### config.mk
export PLATFORM = sky130hd
export DESIGN_NAME = matrix_scanner
export DESIGN_NICKNAME = d
export VERILOG_FILES = /design/src/rtl/matrix_scanner_pkg.sv /design/src/rtl/matrix_scanner_tick_gen.sv /design/src/rtl/matrix_scanner.sv
export SDC_FILE = /design/constraint.sdc
export NUM_CORES = 1
export LEC_CHECK = 0
export ABC_AREA = 1
export CAP_MARGIN = 10
export CORE_ASPECT_RATIO = 0.8
export CORE_MARGIN = 1.5
export CORE_UTILIZATION = 55
export DETAILED_ROUTE_END_ITERATION = 8
export HOLD_SLACK_MARGIN = 0.05
export PLACE_DENSITY_LB_ADDON = 0.12
export SETUP_SLACK_MARGIN = 0.05
export SYNTH_ARGS = -nofsm -noshare
export SYNTH_HDL_FRONTEND = slang
export SYNTH_HIERARCHICAL = 1
export SYNTH_SLANG_ARGS = --single-unit
### constraint.sdc
create_clock -name clk -period 3.65 [get_ports clk]
set_input_delay 0.9125 -clock clk [delete_from_list [all_inputs] [get_ports clk]]
set_output_delay 0.9125 -clock clk [all_outputs]
set_load 0.02 [all_outputs]
### src/rtl/matrix_scanner_pkg.sv
// Shared geometry, frame layout and per-phase scan state for the 5x5 RGB scanner.
package matrix_scanner_pkg;

    localparam int N_ROWS     = 5;
    localparam int N_COLS     = 5;
    localparam int CELLS      = N_ROWS * N_COLS;
    localparam int FRAME_BITS = 3 * CELLS;
    localparam int PHASES     = 8;

    // What a row slot shows during one phase.
    typedef enum logic [1:0] {
        BLANK  = 2'd0,  // phase 0: always dark, gives drivers time to settle
        ACTIVE = 2'd1,  // phase within the duty level: row lit
        OFF    = 2'd2   // phase beyond the duty level: dark
    } phase_state_e;

    // One full frame; bit index inside each plane = row*N_COLS + col.
    typedef struct packed {
        logic [CELLS-1:0] r;
        logic [CELLS-1:0] g;
        logic [CELLS-1:0] b;
    } frame_t;

    // Classify a phase against the latched duty level (0 = dark, 7 = 7/8 duty).
    function automatic phase_state_e phase_state(input logic [2:0] ph, input logic [2:0] lvl);
        if (ph == 3'd0)    return BLANK;
        else if (ph <= lvl) return ACTIVE;
        else               return OFF;
    endfunction

endpackage

### src/rtl/matrix_scanner_tick_gen.sv
// Prescaler: free-running count 0..DIV-1, one-clock tick on the last count.
module tick_gen #(
    parameter int DIV = 1024
) (
    input  logic clk,
    input  logic rst_n,
    output logic tick
);

    localparam int CW = (DIV > 2) ? $clog2(DIV) : 1;

    logic [CW-1:0] cnt_q, cnt_d;

    // Wrap to zero on the terminal count
    always_comb begin
        cnt_d = (cnt_q == CW'(DIV - 1)) ? '0 : cnt_q + CW'(1);
    end

    // Count register
    always_ff @(posedge clk or negedge rst_n) begin
        if (!rst_n) cnt_q <= '0;
        else        cnt_q <= cnt_d;
    end

    assign tick = (cnt_q == CW'(DIV - 1));

endmodule

### src/rtl/matrix_scanner.sv
// 5x5 RGB LED matrix scanner: row-multiplexed drive with 8-phase PWM per row,
// a holding/shadow double buffer so frames only swap at the frame boundary.
module matrix_scanner
    import matrix_scanner_pkg::*;
#(
    parameter int DIV = 1024
) (
    input  logic              clk,
    input  logic              rst_n,
    input  logic [CELLS-1:0]  r_in,
    input  logic [CELLS-1:0]  g_in,
    input  logic [CELLS-1:0]  b_in,
    input  logic              frame_valid,
    output logic              frame_ready,
    input  logic [2:0]        brightness,
    output logic [N_ROWS-1:0] row_n,
    output logic [N_COLS-1:0] col_r,
    output logic [N_COLS-1:0] col_g,
    output logic [N_COLS-1:0] col_b,
    output logic              frame_start
);

    logic tick;

    tick_gen #(.DIV(DIV)) u_tick (
        .clk   (clk),
        .rst_n (rst_n),
        .tick  (tick)
    );

    logic [2:0]        row_q, row_d;
    logic [2:0]        phase_q, phase_d;
    logic [2:0]        lvl_q, lvl_d;
    logic              full_q, full_d;
    frame_t            hold_q, hold_d;
    frame_t            shadow_q, shadow_d;
    logic [N_ROWS-1:0] row_n_q, row_n_d;
    logic [N_COLS-1:0] col_r_q, col_r_d;
    logic [N_COLS-1:0] col_g_q, col_g_d;
    logic [N_COLS-1:0] col_b_q, col_b_d;
    logic              fs_q, fs_d;
    logic              ready_q, ready_d;
    logic              row_end, boundary, accept;
    phase_state_e      state_d;

    // Scan position, brightness latch and double-buffer next state
    always_comb begin
        row_end  = tick && (phase_q == 3'(PHASES - 1));
        boundary = row_end && (row_q == 3'(N_ROWS - 1));

        phase_d = tick ? phase_q + 3'd1 : phase_q;
        row_d   = row_q;
        if (row_end) row_d = boundary ? 3'd0 : row_q + 3'd1;

        // Latched on the tick that enters phase 0 of every row slot
        lvl_d = row_end ? brightness : lvl_q;

        // At the boundary the old holding contents leave for the shadow in the
        // same edge, so an offer there is taken even though the register is
        // full; frame_ready therefore stays low across a back-to-back swap.
        accept   = frame_valid && (!full_q || boundary);
        hold_d   = accept ? frame_t'({r_in, g_in, b_in}) : hold_q;
        full_d   = accept || (full_q && !boundary);
        shadow_d = (boundary && full_q) ? hold_q : shadow_q;
    end

    // Output image for the scan position being entered on this edge
    always_comb begin
        state_d = phase_state(phase_d, lvl_d);
        row_n_d = '1;
        col_r_d = '0;
        col_g_d = '0;
        col_b_d = '0;
        if (state_d == ACTIVE) begin
            row_n_d = ~(N_ROWS'(1) << row_d);
            col_r_d = N_COLS'(shadow_d.r >> (N_COLS * int'(row_d)));
            col_g_d = N_COLS'(shadow_d.g >> (N_COLS * int'(row_d)));
            col_b_d = N_COLS'(shadow_d.b >> (N_COLS * int'(row_d)));
        end
        fs_d    = boundary;
        ready_d = !full_d;
    end

    // State and registered outputs; reset blanks the matrix and drops any pending frame
    always_ff @(posedge clk or negedge rst_n) begin
        if (!rst_n) begin
            row_q    <= '0;
            phase_q  <= '0;
            lvl_q    <= '0;
            full_q   <= 1'b0;
            hold_q   <= '0;
            shadow_q <= '0;
            row_n_q  <= '1;
            col_r_q  <= '0;
            col_g_q  <= '0;
            col_b_q  <= '0;
            fs_q     <= 1'b0;
            ready_q  <= 1'b1;
        end else begin
            row_q    <= row_d;
            phase_q  <= phase_d;
            lvl_q    <= lvl_d;
            full_q   <= full_d;
            hold_q   <= hold_d;
            shadow_q <= shadow_d;
            row_n_q  <= row_n_d;
            col_r_q  <= col_r_d;
            col_g_q  <= col_g_d;
            col_b_q  <= col_b_d;
            fs_q     <= fs_d;
            ready_q  <= ready_d;
        end
    end

    assign row_n       = row_n_q;
    assign col_r       = col_r_q;
    assign col_g       = col_g_q;
    assign col_b       = col_b_q;
    assign frame_start = fs_q;
    assign frame_ready = ready_q;

endmodule

======== Word-level counts from Yosys, hierarchy flattened ========
Index checks and enable logic that the tools add are counted.
word-level totals
  register bits ........................... 192
  bits in latches ......................... 0
  RAM bits ................................ 0
  bits in read-only memories .............. 0
  bits of input ports ..................... 81
  output and inout port bits .............. 22
  memories kept ........................... 0
cells by class
  add/subtract/negate cells ............... 3
  multipliers ............................. 1
  div/mod/pow operators ................... 0
  $lt $le $gt $ge ......................... 1
  equality and inequality tests ........... 4
  shift-type cells ........................ 4
  multiplexer cells ....................... 12
  bitwise logic cells ..................... 1
  reduce and logical (&&, ||, !) cells .... 11
operators by type and width
  kind                                                                    number
  75-bit two-way mux                                                      1
  25-bit by 32-bit right shift with 5-bit output                          2
  25-bit by 6-bit right shift with 5-bit output                           1
  5-bit two-way mux                                                       4
  3-bit two-way mux                                                       4
  10-bit by 1-bit adder with 10-bit output (second input constant)        1
  10-bit equality test (second input constant)                            1
  10-bit two-way mux                                                      1
  3-bit by 1-bit adder with 3-bit output (second input constant)          2
  3-bit equality test (second input constant)                             2
  3-bit by 3-bit multiplier with 6-bit output (first input constant)      1
  1-bit logical AND                                                       5
  5-bit NOT                                                               1
  1-bit by 3-bit left shift with 5-bit output (first input constant)      1
  2-bit two-way mux                                                       2
  3-bit <= comparator                                                     1
  1-bit zero test                                                         3
  3-bit zero test                                                         1
  2-bit by 1-bit equality test with 1-bit output (second input constant)  1
  1-bit logical OR                                                        2

======== Logic depth before layout (Yosys ltp) ========
Gate-level depths: netlist (run 1).
  depth in word-level cells ............... 8
  mapped depth ............................ 20
  mapped depth without buffers ............ 18

======== Cells and area by module ========
Netlist (run 1), hierarchy kept.
by module, submodules not included
  module          times used  cells each  area each (µm²)  seq. area each (µm²)
  matrix_scanner  1           724         7505.9           4561.9
  tick_gen        1           59          499.2            250.2

======== Worst setup path after synthesis (run 1) ========
No wires, ideal clock.
  path type ............................... register -> register
  from .................................... reg u_tick.cnt_q[0]
  to ...................................... reg col_g_q[2], in the netlist col_g[2]
  library setup time ...................... 0.117 ns
  data arrival time ....................... 2.479 ns
  required time ........................... 3.533 ns
  path slack .............................. 1.054 ns
  cell stages (with the launch flop) ...... 20
  clock period less this slack ............ 2.596 ns
  cell sequence ........................... dfrtp_1 ha_1 nand2_1 inv_2 nand4_2 inv_2 buf_4 nand2_2 buf_6 o21ai_0 inv_1 ha_1 nand2_1 a22oi_1 nand2_1 nand2_1 nor2_4 buf_4 nand3_1 nand2_1
between the ends
  word-level cells in the longest chain between the ends .. 8
  elaborated cells on any way between the ends .. 17
ends and longest elaborated chain
  what                                            RTL line                       source
  start: declaration                              matrix_scanner_tick_gen.sv:12  logic [CW-1:0] cnt_q, cnt_d;
  start signal: assignment                        matrix_scanner_tick_gen.sv:22  else cnt_q <= cnt_d;
  10-bit equality test                            matrix_scanner_tick_gen.sv:25  assign tick = (cnt_q == CW'(DIV - 1));
  net tick                                        matrix_scanner.sv:23           logic tick;
  1-bit logical AND                               matrix_scanner.sv:48           row_end = tick && (phase_q == 3'(PHASES - 1));
  3-bit two-way mux                               matrix_scanner.sv:56           lvl_d = row_end ? brightness : lvl_q;
  net lvl_d[1]                                    matrix_scanner.sv:33           logic [2:0] lvl_q, lvl_d;
  3-bit <= comparator                             matrix_scanner_pkg.sv:27       else if (ph <= lvl) return ACTIVE;
  2-bit two-way mux                               matrix_scanner_pkg.sv:27
  2-bit two-way mux                               matrix_scanner_pkg.sv:26       if (ph == 3'd0) return BLANK;
  2-bit by 1-bit equality test with 1-bit output  matrix_scanner.sv:74           if (state_d == ACTIVE) begin
  5-bit two-way mux                               matrix_scanner.sv:74
  net col_g_d[2]                                  matrix_scanner.sv:39           logic [N_COLS-1:0] col_g_q, col_g_d;
  end signal: assignment                          matrix_scanner.sv:108          col_g_q <= col_g_d;
  end: declaration                                matrix_scanner.sv:39
The timed path passes the listed nets, and every way through them passes these cells.
A chain may end at the register's enable or synchronous reset.

======== Worst setup path after layout (run 1) ========
  from .................................... reg u_tick.cnt_q[0]
  to ...................................... reg col_g_q[1], in the netlist col_g[1]
The elaborated chain is that of the path after synthesis.

==> metrics.txt, run 1 <==
status completed; Num CTS Buffers 17; Worst Setup Slack, final 0.637 ns; largest net degree at the start of global routing 90; core area 14200 µm²; Comb power frac 4.7%; global placer's final weighted congestion 0.831; IO Port Bufs 102; Max Root-Sink Buffers 2; crit path from u_tick/cnt_q[0]; nets 963; FFs w/ async S/R, synth 100%; CP endpoint kind register; Tmin final 3.01 ns; most common cell in the netlist nand2_1; final instance count without filler cells 1072; number of setup buffers added after CTS 0; Total GRT Usage 24.6%; worst path arrival time 3.38 ns; sequential share of power 51.5%; pre-CTS WS 0.623 ns; Die H 111 µm; Commonest cells post-synth nand2_1 (199), dfrtp_1 (186), nor2_1 (105); latest clock arrival within the worst-skew pair 0.44 ns; critical path peak fanout 19; vias post-DR 5636; worst r2r src u_tick/cnt_q[0]; top cells by area, synth dfrtp_1 (58%), mux2_2 (12%), nand2_1 (9.3%); proportion of layout cells with a drive suffix above 1 16.7%; Ports 103; Clock Sinks 192; WL/cell 16.2 µm; Pre-antenna DRT Iters 4; clock-pin slew on the worst setup and hold paths 0.07 ns; FP Rows 39; total power 4.35 mW; Sw Ratio 20.4%; Die ar. 15300 µm²; worst reg2reg path depth 16; number of synthesized flops with an enable pin 0; post-synth top area cell dfrtp_1; Clock Skews 0.00935 ns; Worst EP required 4.02 ns; Synth top area share 58.1%; mapped cell area 8010 µm²; Netlist cell types 28; starting density of the core 56.2%; final critical-path share of the clock period 82.6%; P_leak 5.07 nW; Post-Route Setup TNS 0 ns; HPWL Detailed 11400 µm; Setup violations, final 0; clk root buf clkbuf_16; Most used DFF post-synth dfrtp_1; Max Fclk 0.332 GHz; first-pass GRT wire length 28400 µm; maximum VDD drop 362 µV; routed vias/inst 5.26; clock power share 43.8%; endpoints failing hold 0; # H-tree levels 4; DRC Markers 0; sequential fraction of the synthesis area 60.1%; Slew headroom 29.8%; grt ovf 0; Area Overhead vs Synth 22.2%; CTS resizes 0; antenna diode count 0; final wirelength 17400 µm; Int Power 3.46 mW; Synth Register Bits 192; Power Density 445 nW/µm²; synthesized area per cell 10.2 µm²; Inst Count DP 1040; initial antenna violation count 0; Syn Nets 871; post-synthesis cell count 783; critical path class reg2reg; DR iter-0 viols 385; CTS tree done; worst slew pin tran 1.05 ns; HP Class reg2reg; Max-cap violations 0; worst reg-to-reg setup slack 0.64 ns; Worst Setup EP col_g[1]; # hold bufs at CTS 0; RSZ-0062 raised after global routing no; Synth warnings 6; Die X 138 µm; Slew Viols, Final 0; startpoint types register; filler cell count 1067; P_sw 887 µW; DRT antenna net count 0; Reg-to-Reg End col_g[1]; vias in the first global route 5553
-- per-layer routing --
| metal | track usage (%) | up-vias | routed length (µm) |
|---|---|---|---|
| met5 | 0 | - | 0 |
| met2 | 35.9 | 157 | 7980 |
| met4 | 8.61 | 0 | 298 |
| met3 | 5.17 | 23 | 1050 |
| met1 | 36.6 | 2757 | 8050 |
| li1 | - | 2699 | - |
-- area by class of cell --
cell class	instances	area (µm²)	share of cell area, %
sequential	192	4810	49.2
multi-input combinational	511	2850	29.2
timing repair buffer	110	1110	11.3
clock buffer	23	478	4.89
tap	184	230	2.35
inverter	43	161	1.65
clock inverter	9	133	1.36
-- worst max-delay path: stages, from the launching register on --
cell and delay (ns):
dfrtp_1 0.38, ha_1 0.19, nand2_1 0.07, inv_2 0.10, nand4_2 0.17, inv_2 0.19, nand2_2 0.19, o21ai_0 0.27
inv_1 0.08, ha_1 0.30, nand2_1 0.08, a22oi_1 0.06, nand2_1 0.06, nand2_1 0.13, nor2_4 0.44, nand3_1 0.16
nand2_1 0.10
-- state kept, by name, indices dropped and copies added, names as in the netlist --
name / cells
col_b: 5
u_tick/cnt_q: 10
hold_q: 75
shadow_q: 75
frame_start: 1
frame_ready: 1
col_r: 5
row_n: 5
lvl_q: 3
full_q: 1
col_g: 5
phase_q: 3
row_q: 3
-- per-stage QoR --
| step | utilization (%) | cell area (µm²) | hold WS (ns) |
|---|---|---|---|
| 3_3_place_gp | 64.3 | 9170 | 0.451 |
| 3_5_place_dp | 64.3 | 9170 | 0.458 |
| 2_1_floorplan | - | 8010 | 0.439 |
| 5_1_grt | 68.6 | 9780 | 0.488 |
| 4_1_cts | 68.6 | 9780 | 0.472 |
| 6_report | 68.6 | 9780 | 0.473 |
-- placed cells by master (no fill, tap or decap), types with 4 or more instances in the layout --
master,synthesis,routed
clkdlybuf4s50_1,0,101
nand2_2,4,4
dfrtp_1,186,185
clkbuf_8,0,4
buf_4,2,6
nand3_1,84,84
nor2_1,105,105
a21oi_1,6,6
nand2_1,199,198
clkbuf_16,0,17
mux2_2,86,86
ha_1,7,7
dfstp_2,6,6
inv_1,40,40
nor2_4,4,4
-- logic make-up after synthesis --
| family | synth area share (%) |
|---|---|
| muxes | 12.1 |
| xor gates and xnor gates | 0.438 |
| and+or+nand+nor | 21.0 |
| adders and majority gates | 1.09 |
| DFF | 60.1 |
| AOI/OAI and AO/OA | 0.938 |
| buffers and inverters | 4.33 |
-- power groups by stage --
stage / Sequential [mW] / Clock (mW) / Combinational [mW]
2_1_floorplan: 2.26 / 0 / 0.0626
3_3_place_gp: 2.28 / 0 / 0.200
3_5_place_dp: 2.28 / 0 / 0.207
4_1_cts: 2.24 / 1.94 / 0.209
5_1_grt: 2.25 / 2.03 / 0.225
6_report: 2.24 / 1.91 / 0.203
-- how the worst min path moves through the flow --
stage                 start           end  slack (ns)  cells after the start
2_1_floorplan   shadow_q[0]   shadow_q[0]        0.44                      2
3_3_place_gp   shadow_q[57]  shadow_q[57]        0.45                      2
3_5_place_dp   shadow_q[41]  shadow_q[41]        0.46                      2
4_1_cts        shadow_q[56]  shadow_q[56]        0.47                      2
5_1_grt        shadow_q[19]  shadow_q[19]        0.49                      2
6_report       shadow_q[26]  shadow_q[26]        0.47                      2
No activity file was read; power rests on OpenSTA's default activity.
==> run 2: changes to the inputs <==
--- a/config.mk
+++ b/config.mk
@@ -9,7 +9,7 @@
 export CAP_MARGIN = 10
 export CORE_ASPECT_RATIO = 0.8
 export CORE_MARGIN = 1.5
-export CORE_UTILIZATION = 55
+export CORE_UTILIZATION = 50
 export DETAILED_ROUTE_END_ITERATION = 8
 export HOLD_SLACK_MARGIN = 0.05
 export PLACE_DENSITY_LB_ADDON = 0.12
==> constraint.sdc (replaced) <==
create_clock -name clk -period 2.45 [get_ports clk]
set_input_delay 0.6125 -clock clk [delete_from_list [all_inputs] [get_ports clk]]
set_output_delay 0.6125 -clock clk [all_outputs]
set_load 0.02 [all_outputs]
==> metrics.txt, run 2 (same netlist as run 1, synthesis figures left out) <==
most frequent cells in the layout nand2_1 (191), dfrtp_1 (185), nor2_1 (104), clkdlybuf4s50_1 (101), mux2_2 (86); largest net degree at the start of global routing 80; clock-pin slew on the worst setup and hold paths 0.07 ns; Total GRT Usage 23.5%; IO Port Bufs 102; critical path peak fanout 15; Regs by FF count hold_q (75), shadow_q (75), u_tick/cnt_q (10); Slew Viols, Final 0; FP Rows 41; Die ar. 16800 µm²; Setup violations, final 0; CP endpoint kind register; Comb power frac 4.9%; final wirelength 18600 µm; P_sw 1.34 mW; final instance count without filler cells 1131; Max Root-Sink Buffers 2; starting density of the core 51.0%; DRT antenna net count 0; first-pass GRT wire length 29400 µm; DRC Markers 0; HP Class in2async; utilization after layout 65.1%; DP Area 9450 µm²; Tmin final 2.36 ns; pre-CTS WS -0.0657 ns; Max-cap violations 0; Die X 144 µm; P_leak 5.23 nW; vias post-DR 5736; Slew headroom 67.0%; Die H 116 µm; Area Overhead vs Synth 27.7%; CTS tree done; startpoint types register; Sw Ratio 21.5%; worst reg2reg path depth 16; status completed; initial antenna violation count 0; worst slew pin tran 0.495 ns; worst r2r src u_tick/cnt_q[1]; maximum VDD drop 431 µV; proportion of layout cells with a drive suffix above 1 21.4%; nets 991; clock power share 41.5%; global placer's final weighted congestion 0.811; Sequential Area 4810 µm²; worst reg-to-reg setup slack 0.09 ns; latest clock arrival within the worst-skew pair 0.43 ns; Pre-antenna DRT Iters 5; antenna diode count 0; # hold bufs at CTS 0; endpoints failing hold 0; Inst Count DP 1085; final critical-path share of the clock period 96.3%; Reg-to-Reg End col_g[1]; RSZ-0062 raised after global routing yes; grt ovf 0; Post-Route Setup TNS 0 ns; WL/cell 16.4 µm; Max Fclk 0.424 GHz; Clock Sinks 192; DR iter-0 viols 495; final instance area 10200 µm²; Worst Setup Slack, final 0.0918 ns; core area 15700 µm²; Power Density 610 nW/µm²; commonest non-fill, non-tap cell in the layout nand2_1; routed vias/inst 5.07; Worst EP required 2.81 ns; vias in the first global route 5911; Ports 103; worst path arrival time 2.72 ns; Clock Skews 0.0116 ns; area of the multi-input gates 2980 µm²; HPWL Detailed 12400 µm; # H-tree levels 4; critical path class reg2reg; Int Power 4.90 mW; filler cell count 1208; sequential share of power 53.5%; clk root buf clkbuf_16; Num CTS Buffers 17
[run 2: cell count changes in the layout (fill, tap and decap cells not counted), moves of 4 or more]
cell     before  now
buf_4         6   22
ha_1          7    3
nand2_2       4   10
nand2_1     198  191
buf_12        2   11
nand3_1      84   80
nand3_2       0    4
[run 2: power groups by stage]
stage / clock (mW) / combinational (mW) / sequential (mW)
2_1_floorplan: 0 / 0.0934 / 3.37
3_3_place_gp: 0 / 0.303 / 3.39
3_5_place_dp: 0 / 0.316 / 3.40
4_1_cts: 2.63 / 0.317 / 3.34
5_1_grt: 2.77 / 0.340 / 3.35
6_report: 2.59 / 0.308 / 3.34
[run 2: timing repair]
action                                 4_1_cts  5_1_grt
setup buffers                                5        7
endpoints found under the hold margin        0        0
gates resized for setup                      4       21
gates cloned                                 0        2
pin swaps                                    2       12
setup endpoints to repair                   18       20
[run 2: worst max-delay path: stages (launching register included)]
cell and delay, ns:
dfrtp_1 0.37, ha_2 0.20, nand2_2 0.06, inv_2 0.07, nand4_4 0.09, clkinv_4 0.10
buf_4 0.13, nand2_4 0.07, buf_4 0.15, nand2_1 0.06, nand2_1 0.14, nand3_1 0.13
buf_4 0.24, nor2_1 0.08, nor2_1 0.22, nand3_2 0.10, nand2_1 0.07
[run 2: worst max path at each step]
| stage | from | end | slack [ns] | cells after the start |
|---|---|---|---|---|
| 4_1_cts | u_tick/cnt_q[0] | col_b[0] | 0.06 | 17 |
| 3_3_place_gp | brightness[1] | col_r[1] | 0.02 | 13 |
| 3_5_place_dp | u_tick/cnt_q[0] | col_b[0] | -0.07 | 17 |
| 5_1_grt | u_tick/cnt_q[1] | col_g[1] | -0.08 | 16 |
| 2_1_floorplan | u_tick/cnt_q[0] | col_g[2] | 0.05 | 19 |
| 6_report | u_tick/cnt_q[1] | col_g[1] | 0.09 | 16 |
[run 2: area by class of cell]
cell class | instances | share of cell area (%)
Clock buffer | 22 | 4.44
Clock inverter | 10 | 0.881
Inverter | 43 | 1.65
Multi-Input combinational cell | 512 | 29.2
Sequential cell | 192 | 47.1
Tap cell | 215 | 2.63
Timing Repair Buffer | 137 | 14.1
[run 2: per-stage QoR]
stage | hold slack (ns) | power, mW
detailed placement | 0.457 | 3.71
global route | 0.187 | 6.46
CTS | 0.176 | 6.29
finish | 0.162 | 6.24
floorplan | 0.317 | 3.47
global placement | 0.452 | 3.70
[run 2: layer usage]
| metal | GRT usage, % | vias to the layer above | part of all wire, % |
|---|---|---|---|
| li1 | - | 2751 | - |
| met5 | 0 | - | 0 |
| met3 | 5.21 | 22 | 4.9 |
| met2 | 38.9 | 143 | 49 |
| met1 | 31.2 | 2820 | 45 |
| met4 | 7.95 | 0 | 1.1 |
